## src/rtl/simon_seq_engine.sv

```systemverilog
// simon_seq_engine
//   "Simon" memory game sequencer. A free-running 16-bit LFSR supplies a new
//   random color each round. The stored sequence is replayed through a
//   valid/ready stream. The current player must then echo it back on in_valid
//   within a per-entry timeout. Correct rounds score for the player whose turn
//   it was and pass the turn on. A wrong entry or a timeout ends the game.
//   Filling MAX_LEN entries is a win.
//
// Ports
//   clk, rst_n        clock, asynchronous active-low reset
//   start             start a game (accepted in IDLE or OVER only)
//   abort             return to IDLE next cycle; scores are kept
//   out_valid/ready   playback stream handshake, out_color = color index
//   in_valid/in_color user entry strobe and color (used in WAIT_IN only)
//   ready             high while idle
//   correct, error    single-cycle round result pulses
//   game_over         high while in OVER
//   cur_player        whose turn it is (identifies the loser in OVER)
//   seq_len           current sequence length
//   scores            per-player scores, player p at [p*SCORE_W +: SCORE_W]
module simon_seq_engine #(
  parameter int          NUM_PLAYERS = 2,
  parameter int          MAX_LEN     = 32,
  parameter int          COLOR_W     = 2,
  parameter int          SCORE_W     = 8,
  parameter int          TIMEOUT_CYC = 1000,
  parameter logic [15:0] SEED        = 16'hACE1,
  localparam int         PW          = (NUM_PLAYERS > 1) ? $clog2(NUM_PLAYERS) : 1,
  localparam int         LW          = $clog2(MAX_LEN + 1)
) (
  input  logic                           clk,
  input  logic                           rst_n,
  input  logic                           start,
  input  logic                           abort,
  output logic                           out_valid,
  input  logic                           out_ready,
  output logic [COLOR_W-1:0]             out_color,
  input  logic                           in_valid,
  input  logic [COLOR_W-1:0]             in_color,
  output logic                           ready,
  output logic                           correct,
  output logic                           error,
  output logic                           game_over,
  output logic [PW-1:0]                  cur_player,
  output logic [LW-1:0]                  seq_len,
  output logic [NUM_PLAYERS*SCORE_W-1:0] scores
);

  localparam int IW = (MAX_LEN > 1) ? $clog2(MAX_LEN) : 1;
  localparam int TW = $clog2(TIMEOUT_CYC + 1);

  localparam logic [PW-1:0]      LAST_PLAYER  = PW'(NUM_PLAYERS - 1);
  localparam logic [TW-1:0]      TIMEOUT_LAST = TW'(TIMEOUT_CYC - 1);
  localparam logic [LW-1:0]      MAX_LEN_L    = LW'(MAX_LEN);
  localparam logic [SCORE_W-1:0] SCORE_MAX    = '1;

  typedef enum logic [2:0] {
    S_IDLE,
    S_EXTEND,
    S_PLAY,
    S_WAIT_IN,
    S_OVER
  } state_t;

  state_t             state_reg;
  logic [15:0]        lfsr_reg;
  logic [COLOR_W-1:0] seq_reg [MAX_LEN];
  logic [IW-1:0]      pos_reg;
  logic [LW-1:0]      seq_len_reg;
  logic [PW-1:0]      cur_player_reg;
  logic [TW-1:0]      timer_reg;
  logic               out_valid_reg;
  logic [COLOR_W-1:0] out_color_reg;
  logic               ready_reg;
  logic               correct_reg;
  logic               error_reg;
  logic               game_over_reg;

  logic [COLOR_W-1:0] new_color;
  logic [COLOR_W-1:0] cur_color;
  logic [LW-1:0]      last_idx;
  logic               at_last;
  logic [IW-1:0]      pos_inc;
  logic               can_start;
  logic               seq_we;
  logic               round_done;
  logic               score_clr;

  assign new_color  = lfsr_reg[COLOR_W-1:0];
  assign cur_color  = seq_reg[pos_reg];
  assign last_idx   = seq_len_reg - LW'(1);
  assign at_last    = (LW'(pos_reg) == last_idx);
  assign pos_inc    = pos_reg + IW'(1);
  assign can_start  = start && ((state_reg == S_IDLE) || (state_reg == S_OVER));
  assign seq_we     = !abort && (state_reg == S_EXTEND) && (seq_len_reg != MAX_LEN_L);
  assign round_done = !abort && (state_reg == S_WAIT_IN) && in_valid &&
                      (in_color == cur_color) && at_last;
  assign score_clr  = !abort && can_start;

  // Right-shifting Fibonacci form of x^16+x^14+x^13+x^11+1 (taps 0,2,3,5).
  always_ff @(posedge clk or negedge rst_n) begin
    if (!rst_n) begin
      lfsr_reg <= SEED;
    end else begin
      lfsr_reg <= {lfsr_reg[0] ^ lfsr_reg[2] ^ lfsr_reg[3] ^ lfsr_reg[5], lfsr_reg[15:1]};
    end
  end

  // Sequence memory is deliberately not reset; entries beyond seq_len are
  // never read before being written.
  always_ff @(posedge clk) begin
    if (seq_we) begin
      seq_reg[seq_len_reg[IW-1:0]] <= new_color;
    end
  end

  // Per-player saturating score counters.
  genvar gi;
  generate
    for (gi = 0; gi < NUM_PLAYERS; gi++) begin : g_score
      logic [SCORE_W-1:0] score_reg;

      always_ff @(posedge clk or negedge rst_n) begin
        if (!rst_n) begin
          score_reg <= '0;
        end else if (score_clr) begin
          score_reg <= '0;
        end else if (round_done && (cur_player_reg == PW'(gi)) && (score_reg != SCORE_MAX)) begin
          score_reg <= score_reg + SCORE_W'(1);
        end
      end

      assign scores[gi*SCORE_W +: SCORE_W] = score_reg;
    end
  endgenerate

  always_ff @(posedge clk or negedge rst_n) begin
    if (!rst_n) begin
      state_reg      <= S_IDLE;
      seq_len_reg    <= '0;
      pos_reg        <= '0;
      cur_player_reg <= '0;
      timer_reg      <= '0;
      out_valid_reg  <= 1'b0;
      out_color_reg  <= '0;
      ready_reg      <= 1'b1;
      correct_reg    <= 1'b0;
      error_reg      <= 1'b0;
      game_over_reg  <= 1'b0;
    end else begin
      correct_reg <= 1'b0;
      error_reg   <= 1'b0;
      if (abort) begin
        state_reg     <= S_IDLE;
        pos_reg       <= '0;
        out_valid_reg <= 1'b0;
        ready_reg     <= 1'b1;
        game_over_reg <= 1'b0;
      end else begin
        case (state_reg)
          S_IDLE, S_OVER: begin
            if (start) begin
              seq_len_reg    <= '0;
              cur_player_reg <= '0;
              pos_reg        <= '0;
              ready_reg      <= 1'b0;
              game_over_reg  <= 1'b0;
              state_reg      <= S_EXTEND;
            end
          end

          S_EXTEND: begin
            if (seq_len_reg == MAX_LEN_L) begin
              game_over_reg <= 1'b1;
              state_reg     <= S_OVER;
            end else begin
              seq_len_reg   <= seq_len_reg + LW'(1);
              pos_reg       <= '0;
              out_valid_reg <= 1'b1;
              // Entry 0 is being written this very cycle on the first round,
              // so bypass the memory for it.
              out_color_reg <= (seq_len_reg == '0) ? new_color : seq_reg[0];
              state_reg     <= S_PLAY;
            end
          end

          S_PLAY: begin
            if (out_ready) begin
              if (at_last) begin
                pos_reg       <= '0;
                timer_reg     <= '0;
                out_valid_reg <= 1'b0;
                state_reg     <= S_WAIT_IN;
              end else begin
                // Preload the next color so out_color is a pure register.
                pos_reg       <= pos_inc;
                out_color_reg <= seq_reg[pos_inc];
              end
            end
          end

          S_WAIT_IN: begin
            if (in_valid) begin
              timer_reg <= '0;
              if (in_color == cur_color) begin
                if (at_last) begin
                  pos_reg        <= '0;
                  correct_reg    <= 1'b1;
                  cur_player_reg <= (cur_player_reg == LAST_PLAYER) ? '0 : cur_player_reg + PW'(1);
                  state_reg      <= S_EXTEND;
                end else begin
                  pos_reg <= pos_inc;
                end
              end else begin
                error_reg     <= 1'b1;
                game_over_reg <= 1'b1;
                state_reg     <= S_OVER;
              end
            end else if (timer_reg == TIMEOUT_LAST) begin
              error_reg     <= 1'b1;
              game_over_reg <= 1'b1;
              state_reg     <= S_OVER;
            end else begin
              timer_reg <= timer_reg + TW'(1);
            end
          end

          default: begin
            state_reg <= S_IDLE;
            ready_reg <= 1'b1;
          end
        endcase
      end
    end
  end

  assign out_valid  = out_valid_reg;
  assign out_color  = out_color_reg;
  assign ready      = ready_reg;
  assign correct    = correct_reg;
  assign error      = error_reg;
  assign game_over  = game_over_reg;
  assign cur_player = cur_player_reg;
  assign seq_len    = seq_len_reg;

endmodule

```

## config.mk

```make
export PLATFORM = sky130hd
export DESIGN_NAME = simon_seq_engine
export DESIGN_NICKNAME = d
export VERILOG_FILES = /design/src/rtl/simon_seq_engine.sv
export SDC_FILE = /design/constraint.sdc
export NUM_CORES = 1
export LEC_CHECK = 0
export BUFFER_PORTS_ARGS = -buffer_cell sky130_fd_sc_hd__buf_4
export CAP_MARGIN = 20
export CORE_UTILIZATION = 50
export CTS_CLUSTER_SIZE = 30
export DETAILED_ROUTE_END_ITERATION = 6
export PLACE_DENSITY = 0.67
export SYNTH_ARGS = -nofsm -noshare
export SYNTH_HDL_FRONTEND = slang
export SYNTH_SLANG_ARGS = --single-unit
```

## constraint.sdc

```tcl
create_clock -name clk -period 8.4 [get_ports clk]
set_input_delay 0.42 -clock clk [delete_from_list [all_inputs] [get_ports clk]]
set_output_delay 0.42 -clock clk [all_outputs]
set_load 0.05 [all_outputs]
```

After elaboration in Yosys (flattened, before gate mapping)
Memories as Yosys holds them, arrays and structs flattened. Index checks and enable logic that the tools add are counted.

Bits in registers: 64. RAM bits: 64. Input port bits: 8. Output and inout bits: 30. Logic and storage cells: 160. Memories: 1.

Add/subtract/negate cells: 7. Eq/ne operators: 31. Muxes and demuxes: 66. Bitwise logic cells: 5. Reduce and logical (&&, ||, !) cells: 36.

Memory list: seq_reg (depth 32, width 2, read ports 3, clocked after Yosys merged registers in 0, wr ports 1, RTL line 67) `logic [COLOR_W-1:0] seq_reg [MAX_LEN];`.

Operators by type and width (number): $mux 10 (4); $mux 5 (7); $mux 8 (4); $mux 1 (27); $mux 3 (9); $pmux 10 s2 (1); $pmux 5 s4 (1); $reduce_and 5->1 (4); $ne 3x3->1 const B (6); $add 8x1->8 const B (2); $ne 8x8->1 const B (2); $ne 2x2->1 const B (7); $logic_and 1x1->1 (12); $mux 6 (2); $pmux 3 s4 (1); $pmux 6 s2 (1); $reduce_and 6->1 (2); $reduce_bool 2->1 (6); $add 10x1->10 const B (1); $eq 10x10->1 const B (1); $mux 2 (4); $reduce_and 4->1 (2); $add 6x1->6 const B (1); $eq 3x2->1 const B (2); other kinds (29) (36).

Logic depth before layout (Yosys ltp)
Word-level depth: 9. Gate-level depth with buffers: 12. Gate-level depth less buffers: 10.

Worst setup path after synthesis
No wires, ideal clock.

Kind: reg2reg. From: register pos_reg[0]. To: register out_color_reg[1], in the netlist out_color[1]. Library setup time: 125 ps. Arrival: 2952 ps. Required time: 8275 ps. Path slack: 5323 ps. Stages on the path, launching flop included: 9. Buffers on the path: 2. Period minus slack after synthesis: 3077 ps. Path through: dfrtp_1 > ha_1 > clkbuf_1 > clkbuf_1 > mux4_2 > mux4_2 > mux2i_1 > a21oi_1 > mux2_2.

Word-level cells in the longest chain between the ends: 5. Elaborated cells between the ends (all ways): 8. Classes of those cells: add/sub: 1; eq/ne: 2; mux: 3; reduce/logical: 1; memory: 1.

Ends and longest elaborated chain: start, declared (RTL line 68) `logic [IW-1:0] pos_reg;`; start signal, assigned (RTL line 196) `pos_reg <= pos_inc;`; start signal, assigned (RTL line 212) `pos_reg <= pos_inc;`; $add 5x1->5 (RTL line 93) `assign pos_inc = pos_reg + IW'(1);`; $mem_v2 32x2; $mux 2 (RTL line 189) `if (at_last) begin`; $mux 2 (RTL line 188) `if (out_ready) begin`; $pmux 2 s2 (RTL line 160) `case (state_reg)`; end signal, assigned (RTL line 182) `out_color_reg <= (seq_len_reg == '0) ? new_color : seq_reg[0];`; end signal, assigned (RTL line 197) `out_color_reg <= seq_reg[pos_inc];`; end, declared (RTL line 73) `logic [COLOR_W-1:0] out_color_reg;`.

Several ways; a longest one is shown, not always the timed one. The select of a mux whose other input is x is not followed. A chain may end at the register's enable or synchronous reset.

Final worst setup path
From: register pos_reg[1]. To: register out_color_reg[1], in the netlist out_color[1].

Same word-level chain as after synthesis.

==> results by group <==
Run status
  – Status: complete, no violations

GRT
  – First-pass GRT wire length: 24200 um
  – Initial antenna violation count: 0
  – Vias in the first global route: 4349
  – Total congestion overflow: 0
  – Global Route Usage Sum: 24.6%
  – Largest net degree at the start of global routing: 65

Route
  – Avg WL per Cell: 20.2 um
  – Routed vias: 4673
  – Met1 WL: 6940 um
  – Met2 wire len: 7170 um
  – Routed Antenna Nets: 0
  – Top Layer Used: met4
  – DR vias/cell: 6.12
  – 1st-iter DRT viols: 479
  – WL final: 15500 um
  – Post-route DRC: 0
  – WL met3: 965 um
  – 1st-pass router iterations: 5

STA
  – Final Hold Fails: 0
  – Pins Over Slew Limit: 0
  – Final setup fails: 0
  – Max-slew headroom: 27.0%
  – Post-Route Skew: 0.00737 ns
  – Total negative slack: 0 ns
  – Fin crit share: 39.8%
  – Worst hold slack: 0.0733 ns
  – Minimum clock period: 3.34 ns
  – RSZ-0062 raised after global routing: no
  – Worst-margin pin slew: 1.08 ns
  – Fmax: 0.299 GHz

Place
  – Dpl hpwl: 10300 um
  – Port Buffer Count: 37
  – GPL Wtd Cong: 0.909
  – Dpl cell area: 6960 um2

Yosys
  – Syn Std Cell Area: 6570 um2
  – Top cell type by total area after synthesis: edfxtp_1
  – Post-Syn Instances: 546
  – Area contributors post-synth: edfxtp_1, dfrtp_1, mux4_2, mux2i_1, nor2_1
  – Synth unique cells: 66
  – Top cell type's share of synthesized area: 29.3%
  – Post-synthesis sequential area ratio: 53.8%
  – Number of synthesized flops with an enable pin: 64
  – Top FF cell, synth: edfxtp_1
  – Fraction of registers with async set/reset: 50.0%
  – Synth Register Bits: 128
  – Yosys synthesis warning count: 0
  – Avg Inst Size Synth: 12.0 um2
  – Mapped Nets: 563

Finish
  – Net total in the final layout: 596
  – Share of layout cells above drive strength 1: 21.1%
  – FILL cells: 1074
  – # diodes: 0
  – P&R area growth vs syn: 15.3%
  – Largest register FFs: 64
  – Register area: 3530 um2
  – Combined area of the multi-input logic cells: 2880 um2
  – Core Util, Final: 59.5%
  – Final instance area: 7570 um2

CTS
  – Htree depth: 4
  – CTS root buf: clkbuf_16
  – Cts hold-fix bufs: 0
  – Worst-skew pair later-pin latency: 0.43 ns
  – CTS max path bufs: 2
  – CTS buffer count: 17
  – Gates resized, CTS repair: 0
  – Clock-pin slew on the worst setup and hold paths: 0.06 ns
  – CTS Sinks: 128
  – CTS tree: yes
  – Postcts setup bufs: 0

Power and ir drop
  – Switching power: 0.645 mW
  – Seq pwr share: 37.2%
  – Tot Pwr: 1.97 mW
  – Internal Power: 1.32 mW
  – Sw Share: 32.8%
  – Clock power frac: 38.2%
  – Power density cells: 260 nW/um2
  – Leakage: 2.95 nW
  – VDD IR max: 0.000177 V
  – Combinational power share: 24.6%

Floorplanning
  – Die ar.: 13600 um2
  – Std-Cell Rows: 41
  – Core area: 12700 um2
  – I/O Pins: 38
  – Die height: 117 um
  – Die width: 117 um
  – Initial Utilization: 51.6%

Setup path
  – Worst-path fanout max: 30
  – CP Capture Type: register
  – Top cell by count, worst path: mux4_2
  – WP data arrival: 3.66 ns
  – Crit path kind: reg2reg
  – Cell family with most CP delay: multiplexers
  – Crit path buf inv count: 1
  – CP max stage delay: 0.92 ns
  – Critical Path RT: 8.72 ns
  – CP startpoint kind: register
  – Slowest cell on the critical path: ha_1
  – Crit-path cells: buf_4 -> ha_1 -> mux4_2 -> mux4_2 -> mux2i_1 -> a21oi_1 -> mux2_2

Min path
  – Hold Path Class: in2async

Flow run
  – Max Cap Viol: 0
==> path summary, 6_finish.rpt <==
| path | from | end | slack [ns] | cells after the start |
|---|---|---|---|---|
| setup / recovery | pos_reg[1] | out_color[1] | 5.06 | 7 |
| hold / removal | rst_n | out_color[1] | 0.07 | 1 |
| setup reg to reg | pos_reg[1] | out_color[1] | 5.06 | 7 |
| hold reg to reg | lfsr_reg[8] | lfsr_reg[7] | 0.36 | 0 |
| max in group asynchronous | rst_n | lfsr_reg[2] | 7.77 | 1 |
| min in group clk | out_ready | out_valid | 0.21 | 2 |
==> layout by cell type (no fill, tap or decap), types with 8 or more instances in the layout <==
cell type / n
nor2_1: 69
mux4_2: 23
dfrtp_1: 55
inv_1: 8
and3_1: 13
dfstp_2: 9
ha_1: 9
nand3_1: 21
nand2_1: 41
buf_4: 40
mux2i_1: 32
xnor2_1: 12
clkbuf_16: 19
xor2_1: 8
edfxtp_1: 64
o21ai_0: 24
a21oi_1: 12
nand2b_1: 11
nor2b_1: 9
==> per-layer routing <==
| metal | vias up | track usage [%] |
|---|---|---|
| li1 | 2116 | - |
| met1 | 2341 | 35.6 |
| met2 | 186 | 35.8 |
| met3 | 30 | 4.93 |
| met4 | 0 | 11.9 |
| met5 | - | 0 |
==> logic make-up (layout without fill, tap and decap cells) <==
group | after synthesis | in the layout | share of synthesized area (%)
fa+ha+maj | 9 | 9 | 1.71
xor+xnor | 20 | 20 | 2.67
compound gates | 83 | 83 | 8.55
flops | 128 | 128 | 53.8
buf+inv | 34 | 80 | 2.34
mux | 67 | 67 | 15.6
simple gates | 205 | 205 | 15.3
==> power by group through the flow <==
| stage | Clock [mW] | Sequential, mW | Combinational [mW] |
|---|---|---|---|
| after floorplan | 0 | 0.782 | 0.326 |
| after global placement | 0 | 0.744 | 0.472 |
| after detailed placement | 0 | 0.744 | 0.480 |
| after CTS | 0.765 | 0.732 | 0.483 |
| after global routing | 0.789 | 0.739 | 0.527 |
| final | 0.752 | 0.733 | 0.483 |
==> synth_stat cells, drive strengths merged, types with 6 or more instances <==
| library cell | count |
|---|---|
| xor2 | 8 |
| edfxtp | 64 |
| nand2b | 11 |
| nand2 | 42 |
| nor3 | 8 |
| nor2 | 70 |
| inv | 8 |
| mux4 | 26 |
| a21oi | 12 |
| mux2i | 32 |
| clkbuf | 18 |
| nand3 | 21 |
| buf | 8 |
| ha | 9 |
| nor2b | 9 |
| and3 | 14 |
| dfstp | 9 |
| nand4 | 6 |
| o22ai | 6 |
| o21ai | 25 |
| dfrtp | 55 |
| xnor2 | 12 |
| mux2 | 9 |
==> worst reg2reg max path, delay by kind of cell (launching register included) <==
kind                       cells  cell delay (ns)
muxes                          4             1.57
adders and majority gates      1             0.93
DFF                            1             0.36
buffers and inverters          1             0.27
AOI/OAI and AO/OA              1             0.09
==> per-stage QoR <==
step	cells	setup WS, ns
2_1_floorplan	546	5.32
3_3_place_gp	732	5.15
3_5_place_dp	732	5.07
4_1_cts	764	5.05
5_1_grt	764	4.86
6_report	764	5.06
==> area by class of cell <==
class                   instances  share of cell area [%]
multi-input cells             384                    38.0
repair buffers                 40                    3.96
flip-flops and latches        128                    46.7
inverters                       8                   0.396
clock buffers                  19                    6.28
well taps                     172                    2.84
clock inverters                13                    1.83
Note: power is estimated with default switching activity, not from simulation.
